### src/rtl/turn_move_ctrl.sv
// Button-driven N-player turn sequencer: debounced step buttons move tokens in turn order, with win detection.
// Optional turn_done timeout is built only when TURN_TIMEOUT_EN is defined.
module turn_move_ctrl #(
    parameter int NUM_PLAYERS     = 2,
    parameter int NUM_STEP_BTNS   = 3,
    parameter int TILE_SPACING    = 60,
    parameter int START_X         = 20,
    parameter int NUM_TILES       = 10,
    parameter int OVERSHOOT_CLAMP = 0,
    parameter int DEBOUNCE_CYCLES = 1_000_000,
    parameter int TIMEOUT_CYCLES  = 50_000_000,
    localparam int PID_W          = (NUM_PLAYERS > 2) ? $clog2(NUM_PLAYERS) : 1
) (
    input  logic                      clk_100mhz,
    input  logic                      btn_reset,
    input  logic [NUM_STEP_BTNS-1:0]  btn_step,
    input  logic                      turn_done,
    output logic [NUM_PLAYERS*10-1:0] pos_x,
    output logic                      pos_valid,
    output logic [PID_W-1:0]          active_player,
    output logic                      winner_valid,
    output logic [PID_W-1:0]          winner_id,
    output logic                      timeout_flag,
    output logic [3:0]                led
);

    localparam int              DB_W     = $clog2(DEBOUNCE_CYCLES + 1);
    localparam logic [DB_W-1:0] DB_LAST  = DB_W'(DEBOUNCE_CYCLES - 1);
    localparam logic [3:0]      FLAG     = 4'(NUM_TILES);
    localparam logic [PID_W-1:0] LAST_PID = PID_W'(NUM_PLAYERS - 1);

    if (NUM_PLAYERS < 2 || NUM_PLAYERS > 8) begin : g_bad_players
        $error("NUM_PLAYERS must be 2..8");
    end
    if (NUM_TILES > 15 || START_X + NUM_TILES * TILE_SPACING > 1023) begin : g_bad_geometry
        $error("board geometry does not fit the 4-bit tile / 10-bit pixel fields");
    end
    if (DEBOUNCE_CYCLES < 1 || TIMEOUT_CYCLES < 1) begin : g_bad_cycles
        $error("DEBOUNCE_CYCLES and TIMEOUT_CYCLES must be at least 1");
    end

    typedef enum logic [2:0] {S_IDLE, S_MOVE, S_WAIT, S_NEXT, S_WIN} state_t;

    function automatic logic [9:0] tile_to_x(input logic [3:0] t);
        return 10'(START_X + TILE_SPACING * int'(t));
    endfunction

    logic [NUM_STEP_BTNS-1:0] sync1_q, sync2_q, deb_q, deb_prev_q, press;
    logic [DB_W-1:0]          db_cnt_q [NUM_STEP_BTNS];

    always_ff @(posedge clk_100mhz or posedge btn_reset) begin
        if (btn_reset) begin
            sync1_q    <= '0;
            sync2_q    <= '0;
            deb_q      <= '0;
            deb_prev_q <= '0;
            for (int i = 0; i < NUM_STEP_BTNS; i++) db_cnt_q[i] <= '0;
        end else begin
            sync1_q    <= btn_step;
            sync2_q    <= sync1_q;
            deb_prev_q <= deb_q;
            for (int i = 0; i < NUM_STEP_BTNS; i++) begin
                if (sync2_q[i] != deb_q[i]) begin
                    if (db_cnt_q[i] == DB_LAST) begin
                        deb_q[i]    <= sync2_q[i];
                        db_cnt_q[i] <= '0;
                    end else begin
                        db_cnt_q[i] <= db_cnt_q[i] + 1'b1;
                    end
                end else begin
                    db_cnt_q[i] <= '0;
                end
            end
        end
    end

    assign press = deb_q & ~deb_prev_q;

    // Lowest-index button wins when several debounce in the same cycle.
    logic       press_any;
    logic [4:0] step_d;
    always_comb begin
        press_any = 1'b0;
        step_d    = '0;
        for (int i = NUM_STEP_BTNS - 1; i >= 0; i--) begin
            if (press[i]) begin
                press_any = 1'b1;
                step_d    = 5'(i + 1);
            end
        end
    end

    state_t           state_q;
    logic [3:0]       tile_q [NUM_PLAYERS];
    logic [9:0]       pos_q  [NUM_PLAYERS];
    logic             pos_valid_q, winner_valid_q;
    logic [PID_W-1:0] active_player_q, winner_id_q, next_pid;
    logic [3:0]       led_q, cur_tile, tile_d;
    logic [4:0]       sum_d;
    logic             fits, accept, wait_done;

    assign cur_tile = tile_q[active_player_q];
    assign sum_d    = {1'b0, cur_tile} + step_d;
    assign fits     = (sum_d <= 5'(NUM_TILES));
    assign accept   = press_any && (fits || OVERSHOOT_CLAMP != 0);
    assign tile_d   = fits ? sum_d[3:0] : FLAG;
    assign next_pid = (active_player_q == LAST_PID) ? '0 : active_player_q + 1'b1;

`ifdef TURN_TIMEOUT_EN
    localparam int TMO_W = $clog2(TIMEOUT_CYCLES + 1);
    logic [TMO_W-1:0] tmo_cnt_q;
    logic             timeout_flag_q, tmo_hit;

    assign tmo_hit = (state_q == S_WAIT) && (tmo_cnt_q == TMO_W'(TIMEOUT_CYCLES - 1));

    // Counter is cleared in MOVE so every WAIT starts from zero.
    always_ff @(posedge clk_100mhz or posedge btn_reset) begin
        if (btn_reset) begin
            tmo_cnt_q      <= '0;
            timeout_flag_q <= 1'b0;
        end else begin
            if (state_q == S_MOVE) begin
                tmo_cnt_q <= '0;
            end else if (state_q == S_WAIT && !turn_done && !tmo_hit) begin
                tmo_cnt_q <= tmo_cnt_q + 1'b1;
            end
            if (tmo_hit && !turn_done) timeout_flag_q <= 1'b1;
        end
    end

    assign wait_done    = turn_done | tmo_hit;
    assign timeout_flag = timeout_flag_q;
`else
    assign wait_done    = turn_done;
    assign timeout_flag = 1'b0;
`endif

    always_ff @(posedge clk_100mhz or posedge btn_reset) begin
        if (btn_reset) begin
            state_q         <= S_IDLE;
            pos_valid_q     <= 1'b0;
            active_player_q <= '0;
            winner_valid_q  <= 1'b0;
            winner_id_q     <= '0;
            led_q           <= '0;
            for (int p = 0; p < NUM_PLAYERS; p++) begin
                tile_q[p] <= '0;
                pos_q[p]  <= tile_to_x(4'd0);
            end
        end else begin
            pos_valid_q <= 1'b0;
            case (state_q)
                S_IDLE: begin
                    if (accept) begin
                        tile_q[active_player_q] <= tile_d;
                        pos_q[active_player_q]  <= tile_to_x(tile_d);
                        led_q                   <= tile_d;
                        pos_valid_q             <= 1'b1;
                        state_q                 <= S_MOVE;
                    end
                end
                S_MOVE: state_q <= S_WAIT;
                S_WAIT: begin
                    if (wait_done) begin
                        if (cur_tile == FLAG) begin
                            winner_valid_q <= 1'b1;
                            winner_id_q    <= active_player_q;
                            state_q        <= S_WIN;
                        end else begin
                            state_q <= S_NEXT;
                        end
                    end
                end
                S_NEXT: begin
                    active_player_q <= next_pid;
                    led_q           <= tile_q[next_pid];
                    state_q         <= S_IDLE;
                end
                S_WIN:   state_q <= S_WIN;
                default: state_q <= S_IDLE;
            endcase
        end
    end

    for (genvar p = 0; p < NUM_PLAYERS; p++) begin : g_pos
        assign pos_x[10*p +: 10] = pos_q[p];
    end

    assign pos_valid     = pos_valid_q;
    assign active_player = active_player_q;
    assign winner_valid  = winner_valid_q;
    assign winner_id     = winner_id_q;
    assign led           = led_q;

endmodule
### config.mk
export PLATFORM = sky130hd
export DESIGN_NAME = turn_move_ctrl
export DESIGN_NICKNAME = d
export VERILOG_FILES = /design/src/rtl/turn_move_ctrl.sv
export SDC_FILE = /design/constraint.sdc
export NUM_CORES = 1
export LEC_CHECK = 0
export ABC_AREA = 1
export ABC_CLOCK_PERIOD_IN_PS = 9110
export CORE_ASPECT_RATIO = 0.7
export CORE_UTILIZATION = 40
export CTS_BUF_LIST = sky130_fd_sc_hd__clkbuf_4
export CTS_CLUSTER_DIAMETER = 100
export DETAILED_ROUTE_END_ITERATION = 16
export SETUP_SLACK_MARGIN = 0.5
export SLEW_MARGIN = 25
export SYNTH_ARGS = -nofsm -noshare
export SYNTH_HDL_FRONTEND = slang
export SYNTH_SLANG_ARGS = --single-unit
### constraint.sdc
create_clock -name clk_100mhz -period 9.11 [get_ports clk_100mhz]
set_input_delay 1.822 -clock clk_100mhz [delete_from_list [all_inputs] [get_ports clk_100mhz]]
set_output_delay 1.822 -clock clk_100mhz [all_outputs]
set_load 0.05 [all_outputs]
======== Yosys cells after proc, flatten, opt, wreduce, memory -nomap -nowiden ========
Index checks and enable logic that the tools add are counted.
word-level totals
  register bits ........................... 111
  input bits .............................. 6
  output and inout port bits .............. 29
  logic and storage cells ................. 92
operators by class
  muxes and demuxes ....................... 34
  reduce and logical (&&, ||, !) cells .... 11
  bitwise logic cells ..................... 4
  multiply operators ...................... 1
  eq/ne operators ......................... 13
  $lt $le $gt $ge ......................... 4
  add/sub/neg operators ................... 6
operators with widths
  cell                                                 count
  two-way mux 20 bit                                   6
  adder 20 x 1 -> 20 bit, second input constant        3
  == test 20 bit, second input constant                3
  two-way mux 4 bit                                    9
  bitwise mux 20 bit                                   1
  case mux 3 bit (4 select lines)                      1
  AND reduction 2 bit                                  6
  adder 5 x 10 -> 10 bit, first input constant         1
  demux 10 bit (select 1 bit)                          1
  two-way mux 10 bit                                   1
  two-way mux 5 bit                                    2
  two-way mux 3 bit                                    3
  bitwise mux 8 bit                                    1
  multiplier 4 x 4 -> 8 bit, first input constant      1
  case mux 4 bit (2 select lines)                      1
  == test 3 x 2 -> 1 bit, second input constant        2
  two-way mux 1 bit                                    6
  adder 4 x 5 -> 5 bit                                 1
  <= comparator 5 x 4 -> 1 bit, second input constant  1
  demux 4 bit (select 1 bit)                           1
  == test 4 bit, second input constant                 1
  >= comparator 2 bit, second input constant           2
  inequality test 2 bit, second input constant         2
  NOT 1 -> 2 bit                                       2
  other kinds (12)                                     15

======== Longest topological paths before layout ========
  depth after elaboration ................. 11
  depth in mapped cells ................... 26
  depth with buffers taken out ............ 26

======== Worst setup path after synthesis ========
Ideal clock, no wire load.
  path type ............................... register -> register
  from .................................... register active_player_q, in the netlist active_player
  to ...................................... register pos_q (netlist bit pos_x[19])
  arrival time ............................ 4723 ps
  clock period less this slack ............ 4841 ps
  setup slack ............................. 4269 ps
  path buffers ............................ 1
  stages on the path, launching flop included .. 21
  setup time .............................. 118 ps
  data required time ...................... 8992 ps
  cell sequence ........................... dfrtp_1 clkbuf_1 o21ai_0 inv_1 ha_1 fa_1 nand2_1 nand3_1 nand2_1 nand2_2 or2_2 fa_1 fa_1 fa_1 inv_1 nor3_1 nand4_1 nand2_1 nand3_1 nand3_1 nand2_1
on the way
  longest elaborated chain between the ends .. 10
  elaborated cells on any way between the ends .. 17
  those cells by class .................... 2 x add/sub; 1 x mul; 3 x order compare; 7 x mux; 1 x bitwise; 3 x reduce/logical
ends and longest elaborated chain
  what                                                       RTL line  source
  start: declaration                                         97        logic [PID_W-1:0] active_player_q, winner_id_q, next_pid;
  start signal: assignment                                   175       active_player_q <= next_pid;
  NOT 1 -> 2 bit (not written as such) (*)                   102       assign cur_tile = tile_q[active_player_q];
  two-way mux 4 bit (not written as such) (*) (3 in series)  102
  adder 4 x 5 -> 5 bit (*)                                   103       assign sum_d = {1'b0, cur_tile} + step_d;
  <= comparator 5 x 4 -> 1 bit                               104       assign fits = (sum_d <= 5'(NUM_TILES));
  two-way mux 4 bit (*)                                      106       assign tile_d = fits ? sum_d[3:0] : FLAG;
  net tile_d[1]                                              98        logic [3:0] led_q, cur_tile, tile_d;
  multiplier 4 x 4 -> 8 bit (*)                              45        return 10'(START_X + TILE_SPACING * int'(t));
  adder 5 x 10 -> 10 bit (*)                                 45
  bitwise mux 20 bit (*)                                     156       pos_q[active_player_q] <= tile_to_x(tile_d);
  end signal: indexed assignment                             148       pos_q[p] <= tile_to_x(4'd0);
  end signal: indexed assignment                             156
  end: declaration                                           95        logic [9:0] pos_q [NUM_PLAYERS];
Mark *: on every way through the listed nets, which the timed path passes. The rest lies on a longest branch. The select of a mux whose other input is x is not followed.
A chain may end at the register's enable or synchronous reset.

======== Final worst setup path ========
  from .................................... register active_player_q, in the netlist active_player
  to ...................................... register pos_q (netlist bit pos_x[9])
The elaborated chain is that of the path after synthesis.

==> flow_results.org <==
** GRT
- Combined global-route utilization of all metal layers :: 0.173
- The initial antenna violation count was 0.
- Entering global routing, the biggest net connects 70 pins.
- The first global-routing pass estimated 20000 um of wire.
- Vias in the first global route :: 4311
- The total overflow left after global routing is 0.

** Route
- In the routed layout, each cell is associated on average with a via count of 4.99.
- Detailed Route Iter0 Violations :: 286
- Detail Route Antenna Nets :: 0
- The final layout contains routed wiring with a total length of 11400 um.
- Remaining DRCs :: 0
- Vias post-DR :: 4534
- Average detailed-routed wire length per instance :: 12.6 um
- Number of iterations in the first detailed-routing pass :: 6

** Timing
- Measured slew at the worst slew-check pin :: 0.832 ns
- Subtracting the final worst setup slack from the clock period gives 4.96 ns.
- Minimum setup slack in the final design :: 4.15 ns
- Number of endpoints with negative hold slack in the final report :: 0
- The worst pin sits at a relative slew slack of 0.445.
- For the final database, setup skew stands at 0.0220 ns.
- Setup repair after global routing left no endpoint under its margin.
- Setup violations remaining at the end of the flow were counted as 0.
- For this run, the top clock speed supported by timing is 201 MHz.
- Max-slew violation count :: 0
- Total Negative Setup Slacks :: 0 ns
- Dividing the final minimum period by the clock period gives 0.545.
- Hold timing on the final database bottoms out at a slack of 0.373 ns.

** Floorplan
- From bottom edge to top edge, the die measures 102 um.
- Initial Utilization :: 0.420
- The total area inside the core boundary comes to 13500 um2.
- In this run the core area contains 35 standard-cell rows.
- Die X-Extent :: 144 um
- In this run the count of I/O pins placed on the die edge is 35.
- The die covers 14600 um2.

** Clocking
- Number of buffers between clock root and the deepest sink :: 2
- CTS placed an instance of sky130_fd_sc_hd__clkbuf_4 at the clock tree root.
- Buffers added to address setup during post-CTS repair amount to 0.
- Clock transition at the registers of the reported paths :: 0.18 ns
- Hold-fix buffers at CTS :: 0
- TritonCTS created 9 clock buffers.
- Clock tree from TritonCTS :: done
- At the later pin of the worst-skew pair, clock insertion delay measures 0.47 ns.
- Clock sink count :: 105
- The number of gates resized after CTS was 0.
- H-Tree Depth :: 3

** Synthesis
- The netlist uses 39 different library cells.
- Synthesis produced a netlist whose cell count is 688.
- Leading area contributor after synthesis :: sky130_fd_sc_hd__dfrtp_1
- Of the synthesized area, sequential elements account for 0.465.
- Share of synthesized cell area in full adder, half adder and majority cells :: 0.0574
- In this run, synthesis inferred 0 flip-flops with an integrated enable.
- Share of synthesized area spent on multiplexers :: 0.00596
- In this run, synthesis produced a sequential element count of 105.
- Post-synthesis compound-gate area fraction :: 0.0572
- Dominant combinational cell family by area after synthesis :: simple AND/OR/NAND/NOR gates
- After synthesis, the share of flip-flops with an asynchronous set or reset is 1.00.
- Of the total synthesized cell area, the portion taken by XOR and XNOR cells is 0.0557.
- Mapped cell area :: 5660 um2
- Each instance of the synthesized netlist takes up on average 8.23 um2.
- Dominant cells by area after synthesis :: sky130_fd_sc_hd__dfrtp_1 (45%), sky130_fd_sc_hd__nand2_1 (9.9%), sky130_fd_sc_hd__inv_1 (6.0%)
- Number of warnings reported in the yosys synthesis log :: 0
- Among all flip-flop cells after synthesis, the most frequent one is sky130_fd_sc_hd__dfrtp_1.
- Fraction of synthesized cell area taken by the top area cell type :: 0.446
- Of the total synthesized cell area, the portion taken by AND, OR, NAND and NOR gates is 0.281.

** Final layout
- Fill cells in the final layout number 1335.
- Across the whole layout, storage elements account for 2630 um2.
- N_diodes :: 0
- Commonest cells after routing, fill and taps aside :: sky130_fd_sc_hd__nand2_1 (150), sky130_fd_sc_hd__dfrtp_1 (101), sky130_fd_sc_hd__inv_1 (89), sky130_fd_sc_hd__nor2_1 (81), sky130_fd_sc_hd__nand3_1 (50)
- The finished layout holds 909 standard cells, fillers aside.
- Commonest non-fill, non-tap cell in the layout :: sky130_fd_sc_hd__nand2_1
- With fillers left out, the area of the finished cells amounts to 6290 um2.
- Layout Area Growth over Synthesis :: 11.1%
- The multi-input combinational cells in the finished layout cover a total of 2610 um2.
- End-of-flow core utilization :: 0.466
- In the final layout, the share of cells above drive strength 1 is 0.0566.
- Count of nets after finishing :: 748

** Power
- Power density of the placed cells :: 182 nW/um2
- Across the VDD grid, the largest voltage drop is 0.0774 mV.
- The design draws 1.14 mW.
- Share of total power consumed by net switching :: 0.373
- Leak Pwr :: 2.91 nW
- The share of total power dissipated in sequential elements is 0.433.
- The internal portion of the total power is 716 uW.
- Summed over all nets, the switching power comes to 426 uW.
- Of the total power, combinational logic draws 0.319.
- Fraction of power consumed by the clock network :: 0.248

** Placement
- # port buffers :: 29
- Number of placed cells counting well taps :: 893
- Post-placement cell area :: 6120 um2
- Sum of net half-perimeters after detailed placement :: 8510 um
- OpenSTA, run right after detailed placement, puts the worst setup slack at 4.18 ns.
- The congestion estimate from routability-driven global placement came to 0.911.

** Worst setup path
- Setup slack on the worst reg-to-reg path comes out at 4.15 ns.
- Data on the critical path arrives at its endpoint at 5.35 ns.
- In this run the worst path has a maximum fanout of 17.
- For the worst setup path, the data required time is 9.50 ns.
- On the worst path, the slowest cell contributes a delay of 0.61 ns.
- The worst setup path is launched from a flip-flop.
- Chain of cells forming the critical path :: o21ai_0 -> inv_1 -> ha_1 -> fa_1 -> nand3_1 -> nand3_1 -> nand2_1 -> nand2_2 -> or2_2 -> fa_1 -> fa_1 -> fa_1 -> inv_1 -> nor3_1 -> nand4_1 -> nand2_1 -> nand3_1 -> nand3_1 -> nand2_1
- Crit path kind :: reg -> reg
- Crit-path slowest cell :: sky130_fd_sc_hd__fa_1
- Critical path endpoint category :: flip-flop

** Hold path
- The worst hold path belongs to the class reg -> reg.

** Run status
- Outcome :: complete, no violations

** Run
- MaxCap Viol Count :: 0
==> cells by family after synthesis <==
family / Yosys count
mux: 3
buf+inv: 106
fa+ha+maj: 23
compound gates: 57
flops: 105
xor+xnor: 36
simple gates: 357
other cells: 1
==> worst max-delay path: cells and delay by family (launching register included) <==
kind	cells	cell delay, ns
buffers and inverters	2	0.17
DFF	1	0.59
AOI/OAI and AO/OA	1	0.31
and+or+nand+nor	11	1.50
adders and majority gates	5	2.34
==> final timing paths <==
path	startpoint	to	depth (start not counted)
setup / recovery	active_player	pos_x[9]	19
hold / removal	sync1_q[0]	sync2_q[0]	0
setup reg to reg	active_player	pos_x[9]	19
hold reg to reg	sync1_q[0]	sync2_q[0]	0
max in group asynchronous	btn_reset	db_cnt_q[54]	3
min in group asynchronous	btn_reset	sync1_q[0]	2
==> final cells by class <==
class	count	share of cell area
clock buffer	9	0.0107
clock inverter	7	0.0169
inverter	92	0.0553
multi-input combinational	481	0.414
sequential	105	0.418
tap	185	0.0368
timing repair buffer	30	0.0473
==> cells in the mapped netlist (all sizes together) (9+ instances only) <==
library cell / instances
nor4: 9
xnor2: 10
dfrtp: 101
ha: 18
nand2: 153
inv: 92
a21oi: 19
nor2: 84
xor2: 26
o21ai: 25
nand4: 20
nand3: 51
buf: 10
nor3: 29
==> power by group through the flow <==
stage                     clock, mW  combinational (mW)  sequential (mW)
final                         0.283               0.364            0.494
after floorplan                   0               0.281            0.509
after global placement            0               0.356            0.501
after global routing          0.314               0.414            0.497
after CTS                     0.297               0.366            0.494
after detailed placement          0               0.364            0.503
==> routing by layer <==
metal  vias up  wire length, um  GRT usage
met5         -                0          0
met4         0              127     0.0510
met3        16              544     0.0426
met2       117             4730      0.253
met1      2127             6040      0.253
li1       2274                -          -
==> sequential cells by signal (all words and copies together) (netlist names) <==
signal         count
active_player      1
db_cnt_q          60
deb_prev_q         3
deb_q              3
led                4
pos_valid          1
pos_x             14
state_q            3
sync1_q            3
sync2_q            3
tile_q             8
winner_id          1
winner_valid       1
No activity file was read; power rests on OpenSTA's default activity.
